**src/rtl/alu_pkg.sv**
```systemverilog
// Shared types and helpers for the multi-cycle ALU: op codes, FSM state
// encoding and the single-cycle / iterative op classification.
package alu_pkg;

    typedef enum logic [3:0] {
        OP_ADD   = 4'd0,
        OP_SUB   = 4'd1,
        OP_AND   = 4'd2,
        OP_OR    = 4'd3,
        OP_XOR   = 4'd4,
        OP_MULLO = 4'd5,
        OP_MULHI = 4'd6,
        OP_DIV   = 4'd7,
        OP_REM   = 4'd8
    } alu_op_t;

    typedef logic state_t;
    localparam state_t IDLE = 1'b0;
    localparam state_t RUN  = 1'b1;

    function automatic logic is_iterative(input logic [3:0] op);
        return (op >= 4'(OP_MULLO)) && (op <= 4'(OP_REM));
    endfunction

    function automatic logic is_divide(input logic [3:0] op);
        return (op == 4'(OP_DIV)) || (op == 4'(OP_REM));
    endfunction

endpackage

```
**src/rtl/muldiv_iter.sv**
```systemverilog
// Iterative unsigned shift-add multiplier / restoring divider sharing one
// hi/lo register pair: hi = accumulator or remainder, lo = multiplier or quotient.
module muldiv_iter #(
    parameter int WIDTH = 32,
    parameter int CNT_W = $clog2(WIDTH) + 1
) (
    input  logic             clk,
    input  logic             reset,
    input  logic             load,
    input  logic             is_div,
    input  logic [WIDTH-1:0] a,
    input  logic [WIDTH-1:0] b,
    output logic [WIDTH-1:0] lo,
    output logic [WIDTH-1:0] hi,
    output logic             done
);

    logic [WIDTH-1:0] hi_reg, lo_reg, b_reg;
    logic [WIDTH-1:0] hi_next, lo_next;
    logic [CNT_W-1:0] cnt_reg;
    logic             run_reg;
    logic             is_div_reg;
    logic [WIDTH:0]   mul_sum;
    logic [WIDTH:0]   rem_sh;
    logic [WIDTH:0]   diff;

    always_comb begin
        mul_sum = {1'b0, hi_reg} + (lo_reg[0] ? {1'b0, b_reg} : '0);
        rem_sh  = {hi_reg, lo_reg[WIDTH-1]};
        diff    = rem_sh - {1'b0, b_reg};
        if (is_div_reg) begin
            // diff[WIDTH] set means the trial subtraction went negative: restore.
            hi_next = diff[WIDTH] ? rem_sh[WIDTH-1:0] : diff[WIDTH-1:0];
            lo_next = {lo_reg[WIDTH-2:0], ~diff[WIDTH]};
        end else begin
            hi_next = mul_sum[WIDTH:1];
            lo_next = {mul_sum[0], lo_reg[WIDTH-1:1]};
        end
    end

    // Post-step values are exported so the caller can capture the final
    // result on the same edge that performs the last step.
    assign lo   = lo_next;
    assign hi   = hi_next;
    assign done = run_reg && (cnt_reg == CNT_W'(WIDTH - 1));

    always_ff @(posedge clk or negedge reset) begin
        if (!reset) begin
            hi_reg     <= '0;
            lo_reg     <= '0;
            b_reg      <= '0;
            cnt_reg    <= '0;
            run_reg    <= 1'b0;
            is_div_reg <= 1'b0;
        end else if (load) begin
            hi_reg     <= '0;
            lo_reg     <= a;
            b_reg      <= b;
            cnt_reg    <= '0;
            run_reg    <= 1'b1;
            is_div_reg <= is_div;
        end else if (run_reg) begin
            hi_reg  <= hi_next;
            lo_reg  <= lo_next;
            cnt_reg <= cnt_reg + 1'b1;
            if (done) begin
                run_reg <= 1'b0;
            end
        end
    end

endmodule

```
**src/rtl/alu_multicycle.sv**
```systemverilog
// Execute unit: single-cycle add/sub/logic plus iterative mul/div behind a
// start/busy/valid handshake; result and flags are held until the next completion.
module alu_multicycle
    import alu_pkg::*;
#(
    parameter int WIDTH = 32,
    parameter int CNT_W = $clog2(WIDTH) + 1
) (
    input  logic             clk,
    input  logic             reset,
    input  logic             start,
    input  logic [3:0]       op,
    input  logic [WIDTH-1:0] a,
    input  logic [WIDTH-1:0] b,
    output logic [WIDTH-1:0] c,
    output logic             valid,
    output logic             busy,
    output logic             zero,
    output logic             overflow,
    output logic             div_zero
);

    state_t           state_reg;
    logic [3:0]       op_reg;
    logic             b_zero_reg;
    logic [WIDTH-1:0] c_reg;
    logic             valid_reg, zero_reg, overflow_reg, div_zero_reg;

    logic [WIDTH-1:0] sc_result;
    logic             sc_ovf;
    logic [WIDTH-1:0] it_result;
    logic [WIDTH-1:0] md_lo, md_hi;
    logic             md_done;
    logic             md_load;

    assign md_load = (state_reg == IDLE) && start && is_iterative(op);

    muldiv_iter #(
        .WIDTH(WIDTH),
        .CNT_W(CNT_W)
    ) u_muldiv (
        .clk    (clk),
        .reset  (reset),
        .load   (md_load),
        .is_div (is_divide(op)),
        .a      (a),
        .b      (b),
        .lo     (md_lo),
        .hi     (md_hi),
        .done   (md_done)
    );

    always_comb begin
        sc_result = '0;
        sc_ovf    = 1'b0;
        case (op)
            OP_ADD: begin
                sc_result = a + b;
                sc_ovf    = (a[WIDTH-1] == b[WIDTH-1]) && (sc_result[WIDTH-1] != a[WIDTH-1]);
            end
            OP_SUB: begin
                sc_result = a - b;
                sc_ovf    = (a[WIDTH-1] != b[WIDTH-1]) && (sc_result[WIDTH-1] != a[WIDTH-1]);
            end
            OP_AND:  sc_result = a & b;
            OP_OR:   sc_result = a | b;
            OP_XOR:  sc_result = a ^ b;
            default: sc_result = '0;
        endcase
    end

    always_comb begin
        case (op_reg)
            OP_MULLO, OP_DIV: it_result = md_lo;
            default:          it_result = md_hi;
        endcase
    end

    always_ff @(posedge clk or negedge reset) begin
        if (!reset) begin
            state_reg    <= IDLE;
            op_reg       <= '0;
            b_zero_reg   <= 1'b0;
            c_reg        <= '0;
            valid_reg    <= 1'b0;
            zero_reg     <= 1'b0;
            overflow_reg <= 1'b0;
            div_zero_reg <= 1'b0;
        end else begin
            valid_reg <= 1'b0;
            if (state_reg == IDLE) begin
                if (start) begin
                    if (is_iterative(op)) begin
                        state_reg  <= RUN;
                        op_reg     <= op;
                        b_zero_reg <= (b == '0);
                    end else begin
                        c_reg        <= sc_result;
                        zero_reg     <= (sc_result == '0);
                        overflow_reg <= sc_ovf;
                        div_zero_reg <= 1'b0;
                        valid_reg    <= 1'b1;
                    end
                end
            end else if (md_done) begin
                c_reg        <= it_result;
                zero_reg     <= (it_result == '0);
                overflow_reg <= 1'b0;
                div_zero_reg <= b_zero_reg && is_divide(op_reg);
                valid_reg    <= 1'b1;
                state_reg    <= IDLE;
            end
        end
    end

    assign c        = c_reg;
    assign valid    = valid_reg;
    assign busy     = (state_reg == RUN);
    assign zero     = zero_reg;
    assign overflow = overflow_reg;
    assign div_zero = div_zero_reg;

endmodule

```
**config.mk**
```make
export PLATFORM = sky130hd
export DESIGN_NAME = alu_multicycle
export DESIGN_NICKNAME = d
export VERILOG_FILES = /design/src/rtl/alu_pkg.sv /design/src/rtl/muldiv_iter.sv /design/src/rtl/alu_multicycle.sv
export SDC_FILE = /design/constraint.sdc
export NUM_CORES = 1
export LEC_CHECK = 0
export ABC_AREA = 1
export CORE_ASPECT_RATIO = 0.8
export CORE_UTILIZATION = 37
export DETAILED_ROUTE_END_ITERATION = 12
export HOLD_SLACK_MARGIN = 0.02
export PLACE_DENSITY = 0.55
export SLEW_MARGIN = 30
export SYNTH_ARGS = -nofsm -noshare
export SYNTH_HDL_FRONTEND = slang
export SYNTH_HIERARCHICAL = 1
export SYNTH_SLANG_ARGS = --single-unit
```
**constraint.sdc**
```tcl
create_clock -name clk -period 3.4 [get_ports clk]
set_input_delay 1.02 -clock clk [delete_from_list [all_inputs] [get_ports clk]]
set_output_delay 1.02 -clock clk [all_outputs]
set_load 0.005 [all_outputs]
```
==> impl_metrics.json, run 1 <==
{
  "design_area_um2": 29200,
  "synth_edf_count": 0,
  "grt_pass1_wl_um": 139000,
  "h-tree-depth": 4,
  "fin_crit_sh": 1.08,
  "netlist_top_cells_area": "nand2_1 (21%), dfrtp_1 (19%), ha_1 (11%)",
  "synth_seq_cells": 146,
  "die_w_um": 258,
  "port_buffers": 107,
  "worst_path_max_delay_cell": "dfrtp_1",
  "startpoint": "u_muldiv/lo_reg[31]$_DFFE_PN0P_",
  "avgSynthCellArea_um2": 5.89,
  "criticalPathCategory": "reg -> reg",
  "via_count": 24900,
  "routed_wl_um": 93100,
  "firstDrtPassIters": 6,
  "yosysTopAreaCell": "nand2_1",
  "finClkSkew_ns": 0.0126,
  "synth.most_common_cell": "nand2_1",
  "vdd_drop_max_v": 0.000474,
  "clk_pin_slew_ns": 0.07,
  "rsz0062_at_grt": "true",
  "wl_per_cell_um": 19.2,
  "ys_seq_area_frac": 0.189,
  "antenna_left": 0,
  "fmax_ghz": 0.273,
  "worst_slack_ns": -0.264,
  "p_leak_nw": 16.0,
  "cts_sinks": 146,
  "clkLatencyLatePin_ns": 0.44,
  "cts_buffer_depth": 2,
  "setup_viol": 3,
  "slew_headroom": 0.414,
  "hp-start": "op_reg[3]$_DFFE_PN0P_",
  "arrival_ns": 4.03,
  "viasPerCell": 5.14,
  "slowest_delay_ns": 0.38,
  "rows": 74,
  "worst_path_most_repeated_cell": "nand2_8",
  "ys.flop_type": "dfrtp_1",
  "synthCells": 3284,
  "synthArstFlopShare": 1.00,
  "grt_pass1_vias": 23300,
  "synth.distinct_cells": 59,
  "path_max_fanout": 6,
  "start_util": 0.377,
  "core_area_um2": 51300,
  "die_h_um": 206,
  "ys_top_cells_by_count": "nand2_1 (1062), inv_1 (535), nand3_1 (280)",
  "grt_overflow": 0,
  "drtIter0Drc": 2487,
  "fp.dieArea_um2": 53200,
  "grt_max_degree": 99,
  "r2r-start": "u_muldiv/lo_reg[31]$_DFFE_PN0P_",
  "ys_warn_count": 6,
  "cts_tree": "built",
  "post-route-min-period_ns": 3.66,
  "hold_class": "reg -> reg",
  "final_core_util": 0.569,
  "tightest_slew_ns": 0.879,
  "antenna_found_initial": 5,
  "startpoint_type": "flop",
  "syn_nets": 3527,
  "io_pins": 108,
  "slew_violations": 0,
  "numCtsBuffers": 17,
  "grt_usage": 0.345,
  "violations": "negative setup slack",
  "hpwl_um": 77600,
  "yosys.area.top_type_share": 0.206,
  "drc_errors": 0,
  "final_nets": 4400,
  "gp_congestion": 1.02,
  "status": "finished with violations",
  "worst_setup_path_end_kind": "flop",
  "layout-drive-gt1-share": 0.298,
  "power-per-cell-area_nw_per_um2": 545,
  "placed_area_um2": 27000,
  "maxCapViolations": 0,
  "required_ns": 3.77,
  "hold_viol_final": 0,
  "cts_root_buf": "clkbuf_16",
  "synthToLayoutAreaGrowth_pct": 50.9,
  "netlist_area_um2": 19300
}
[where the power goes]
| part | switching [mW] | internal, mW |
|---|---|---|
| Clock | 0.819 | 1.12 |
| Sequential | 0.462 | 2.27 |
| Combinational | 5.89 | 5.32 |
[cell usage in the layout (no fill, tap or decap), types with 26 or more instances in the layout]
cell             count
a21oi_1            124
a21oi_2             36
buf_4              814
clkdlybuf4s50_1     95
dfrtp_1            143
ha_1               133
ha_4                29
inv_1              528
inv_2               26
nand2_1           1022
nand2_2             76
nand3_1            252
nand3_2             40
nand4_1             42
nor2_1             217
nor2_2              48
o211ai_1            32
o21ai_0            145
[kinds of logic (layout without fill, tap and decap cells)]
logic type,Yosys count,in the layout,synth area share
buffers and inverters,656,1540,0.137
multiplexers,28,28,0.0152
AO/OA/AOI/OAI,438,438,0.129
flip-flops,146,146,0.189
AND/OR/NAND/NOR,1822,1824,0.407
other,0,1,0
adder cells (fa/ha/maj),172,172,0.113
XOR/XNOR,22,22,0.00997
[what timing repair did]
action                     CTS  global route
buffers inserted            26            13
setup endpoints to repair   23            26
hold buffers                 0             0
resized for setup          117           207
pin swaps                   29            38
cloned                       2             1
[through the flow]
stage	cells	worst slack [ns]	setup TNS [ns]	power, mW	hold WS, ns
after floorplan	3284	0.252	0	7.42	0.456
final	4855	-0.264	-0.534	15.9	0.493
after global routing	4855	-0.411	-1.37	16.9	0.506
after CTS	4841	-0.217	-0.460	15.0	0.495
after global placement	4782	-0.931	-12.88	12.3	0.473
after detailed placement	4782	-0.915	-13.24	12.4	0.470
[final timing paths]
kind,to,slack (ns),depth (start not counted)
worst min register to register,op_reg[3]$_DFFE_PN0P_,0.49,1
worst min-delay path,op_reg[3]$_DFFE_PN0P_,0.49,1
max in group asynchronous,c[30]$_DFFE_PN0P_,1.93,2
worst max register to register,zero$_DFFE_PN0P_,-0.26,25
min in group asynchronous,c[2]$_DFFE_PN0P_,0.70,1
worst max-delay path,zero$_DFFE_PN0P_,-0.26,25
[routing by layer]
metal,track usage,share of wire
met1,0.516,0.48
met2,0.522,0.42
met3,0.0454,0.080
met4,0.0689,0.019
met5,0,0.00013
[worst max-delay path, delay by kind of cell (launching register included)]
family          cells  cell delay [ns]
flops               1             0.38
buf+inv             4             0.47
compound gates      1             0.14
mux                 1             0.28
fa+ha+maj           2             0.50
simple gates       17             1.79
[final cells by class]
class                      count  area (um2)
multi-input combinational   2484       14300
fill                        5139       22100
clock buffer                  21         460
clock inverter                11         128
inverter                     556        2090
timing repair buffer         952        7710
sequential                   146        3660
antenna                        1        2.50
tap                          684         856
No activity file was read; power rests on OpenSTA's default activity.
==> run 2, diff against run 1 <==
--- a/config.mk
+++ b/config.mk
@@ -10,9 +10,10 @@
 export CORE_UTILIZATION = 37
 export DETAILED_ROUTE_END_ITERATION = 12
 export HOLD_SLACK_MARGIN = 0.02
-export PLACE_DENSITY = 0.55
+export PLACE_DENSITY_LB_ADDON = 0.12
 export SLEW_MARGIN = 30
 export SYNTH_ARGS = -nofsm -noshare
 export SYNTH_HDL_FRONTEND = slang
 export SYNTH_HIERARCHICAL = 1
 export SYNTH_SLANG_ARGS = --single-unit
+export TNS_END_PERCENT = 10
==> impl_metrics.json, run 2 (same netlist as run 1, synthesis figures left out) <==
{
  "antenna_left": 0,
  "worst_path_max_delay_cell": "dfrtp_1",
  "crit_family": "simple AND/OR/NAND/NOR gates",
  "power-per-cell-area_nw_per_um2": 545,
  "firstDrtPassIters": 6,
  "antenna_found_initial": 2,
  "r2r-start": "u_muldiv/b_reg[0]$_DFFE_PN0P_",
  "port_buffers": 107,
  "criticalPathCategory": "reg -> reg",
  "final_nets": 4391,
  "layout_common_cells": "nand2_1 (1032), buf_4 (811), inv_1 (525), nand3_1 (263), nor2_1 (222)",
  "cp_num_buf_inv": 4,
  "routed_wl_um": 92200,
  "start_util": 0.377,
  "path_max_fanout": 8,
  "clk_pin_slew_ns": 0.08,
  "synthToLayoutAreaGrowth_pct": 48.9,
  "grt_pass1_wl_um": 137000,
  "vdd_drop_max_v": 0.000437,
  "hp-start": "c[20]$_DFFE_PN0P_",
  "gp_congestion": 1.04,
  "slew_violations": 0,
  "die_h_um": 206,
  "slew_headroom": 0.418,
  "hold_class": "reg -> reg",
  "post-route-min-period_ns": 3.62,
  "worst_slack_ns": -0.220,
  "startpoint_type": "flop",
  "hold_viol_final": 0,
  "layout-drive-gt1-share": 0.286,
  "dp_cells": 4788,
  "fp.dieArea_um2": 53200,
  "final_core_util": 0.561,
  "finalSetupTns_ns": -0.549,
  "cts_sinks": 146,
  "viasPerCell": 5.13,
  "io_pins": 108,
  "core_area_um2": 51300,
  "grt_max_degree": 86,
  "startpoint": "u_muldiv/b_reg[0]$_DFFE_PN0P_",
  "setup_viol": 5,
  "rrSetupSlack_ns": -0.22,
  "via_count": 24900,
  "fin_crit_sh": 1.06,
  "cts_buffer_depth": 2,
  "tightest_slew_ns": 0.869,
  "slowest_delay_ns": 0.37,
  "worst_path_most_repeated_cell": "nand2_2",
  "h-tree-depth": 4,
  "hpwl_um": 77100,
  "clkLatencyLatePin_ns": 0.46,
  "drtIter0Drc": 2602,
  "cts_root_buf": "clkbuf_16",
  "status": "finished with violations",
  "worst_setup_path_end_kind": "flop",
  "violations": "negative setup slack",
  "rsz0062_at_grt": "true",
  "grt_usage": 0.341,
  "dp_slack_ns": -0.997,
  "cts_tree": "built",
  "maxCapViolations": 0,
  "finClkSkew_ns": 0.0146,
  "grt_overflow": 0,
  "grt_pass1_vias": 23300,
  "p_leak_nw": 15.9,
  "fmax_ghz": 0.276,
  "drc_errors": 0,
  "required_ns": 3.78,
  "final_common_cell": "nand2_1",
  "instances_no_fill": 4845,
  "num_antenna_cells": 0,
  "wl_per_cell_um": 19.0,
  "arrival_ns": 4.00,
  "die_w_um": 258,
  "numCtsBuffers": 17,
  "rows": 74,
  "whs_ns": 0.490
}
-- run 2: cell count changes in the layout (fill, tap and decap cells not counted), sizes merged, moves of 2 or more --
cell,change
dlymetal6s2s,-2
buf,-6
inv,+8
clkbuf,-6
clkinvlp,-2
clkdlybuf4s50,+3
-- run 2: stage by stage --
| stage | power [mW] | area, um2 |
|---|---|---|
| 2_1_floorplan | 7.42 | 19300 |
| 3_3_place_gp | 12.4 | 27000 |
| 3_5_place_dp | 12.5 | 27000 |
| 4_1_cts | 14.9 | 28000 |
| 5_1_grt | 16.7 | 28800 |
| 6_report | 15.7 | 28800 |
-- run 2: path summary, 6_finish.rpt --
check	endpoint	cells after the start
max	zero$_DFFE_PN0P_	26
max reg2reg	zero$_DFFE_PN0P_	26
min in group asynchronous	u_muldiv/hi_reg[30]$_DFFE_PN0P_	1
max in group asynchronous	op_reg[3]$_DFFE_PN0P_	2
min reg2reg	c[20]$_DFFE_PN0P_	2
min	c[20]$_DFFE_PN0P_	2
-- run 2: area by class of cell --
class	count	area [um2]
clock buffer	17	425
clock inverter	15	168
tap	684	856
multi-input combinational	2483	14000
fill	5247	22500
timing repair buffer	944	7620
sequential	146	3660
inverter	556	2090
-- run 2: worst reg2reg max path, stage by stage, from the launching register on --
cell	delay (ns)
dfrtp_1	0.37
buf_6	0.11
ha_4	0.12
inv_2	0.04
fa_2	0.36
nand2_2	0.07
nand2_1	0.06
nand3b_1	0.12
nand2_2	0.09
nand2_2	0.09
nand2_4	0.06
nand2_4	0.09
nand2_4	0.08
nand2_8	0.13
nand2_8	0.11
buf_6	0.15
nand2_2	0.06
nand3_2	0.07
and2_4	0.18
mux2i_2	0.18
nand4_1	0.18
nor4_4	0.24
buf_4	0.17
nand4_1	0.13
nor2_1	0.12
nor2_1	0.06
a21oi_2	0.10
-- run 2: what timing repair did --
item                       4_1_cts  5_1_grt
setup endpoints to repair       22       29
gates cloned                     1        0
hold buffers                     0        0
pin swaps                        8       30
buffers inserted                11       14
gates resized for setup         75      179
-- run 2: report_power, final --
group	leakage, nW	switching (mW)	internal, mW
Clock	0.292	0.979	1.05
Combinational	13.9	5.83	5.12
Sequential	1.77	0.430	2.27
-- run 2: per-layer routing --
layer | vias to the layer above | global-route usage | wire length [um]
met4 | 0 | 0.0919 | 2730
li1 | 12200 | - | -
met3 | 111 | 0.0531 | 7520
met1 | 11600 | 0.504 | 44100
met2 | 1010 | 0.509 | 37800
met5 | - | 0 | 0
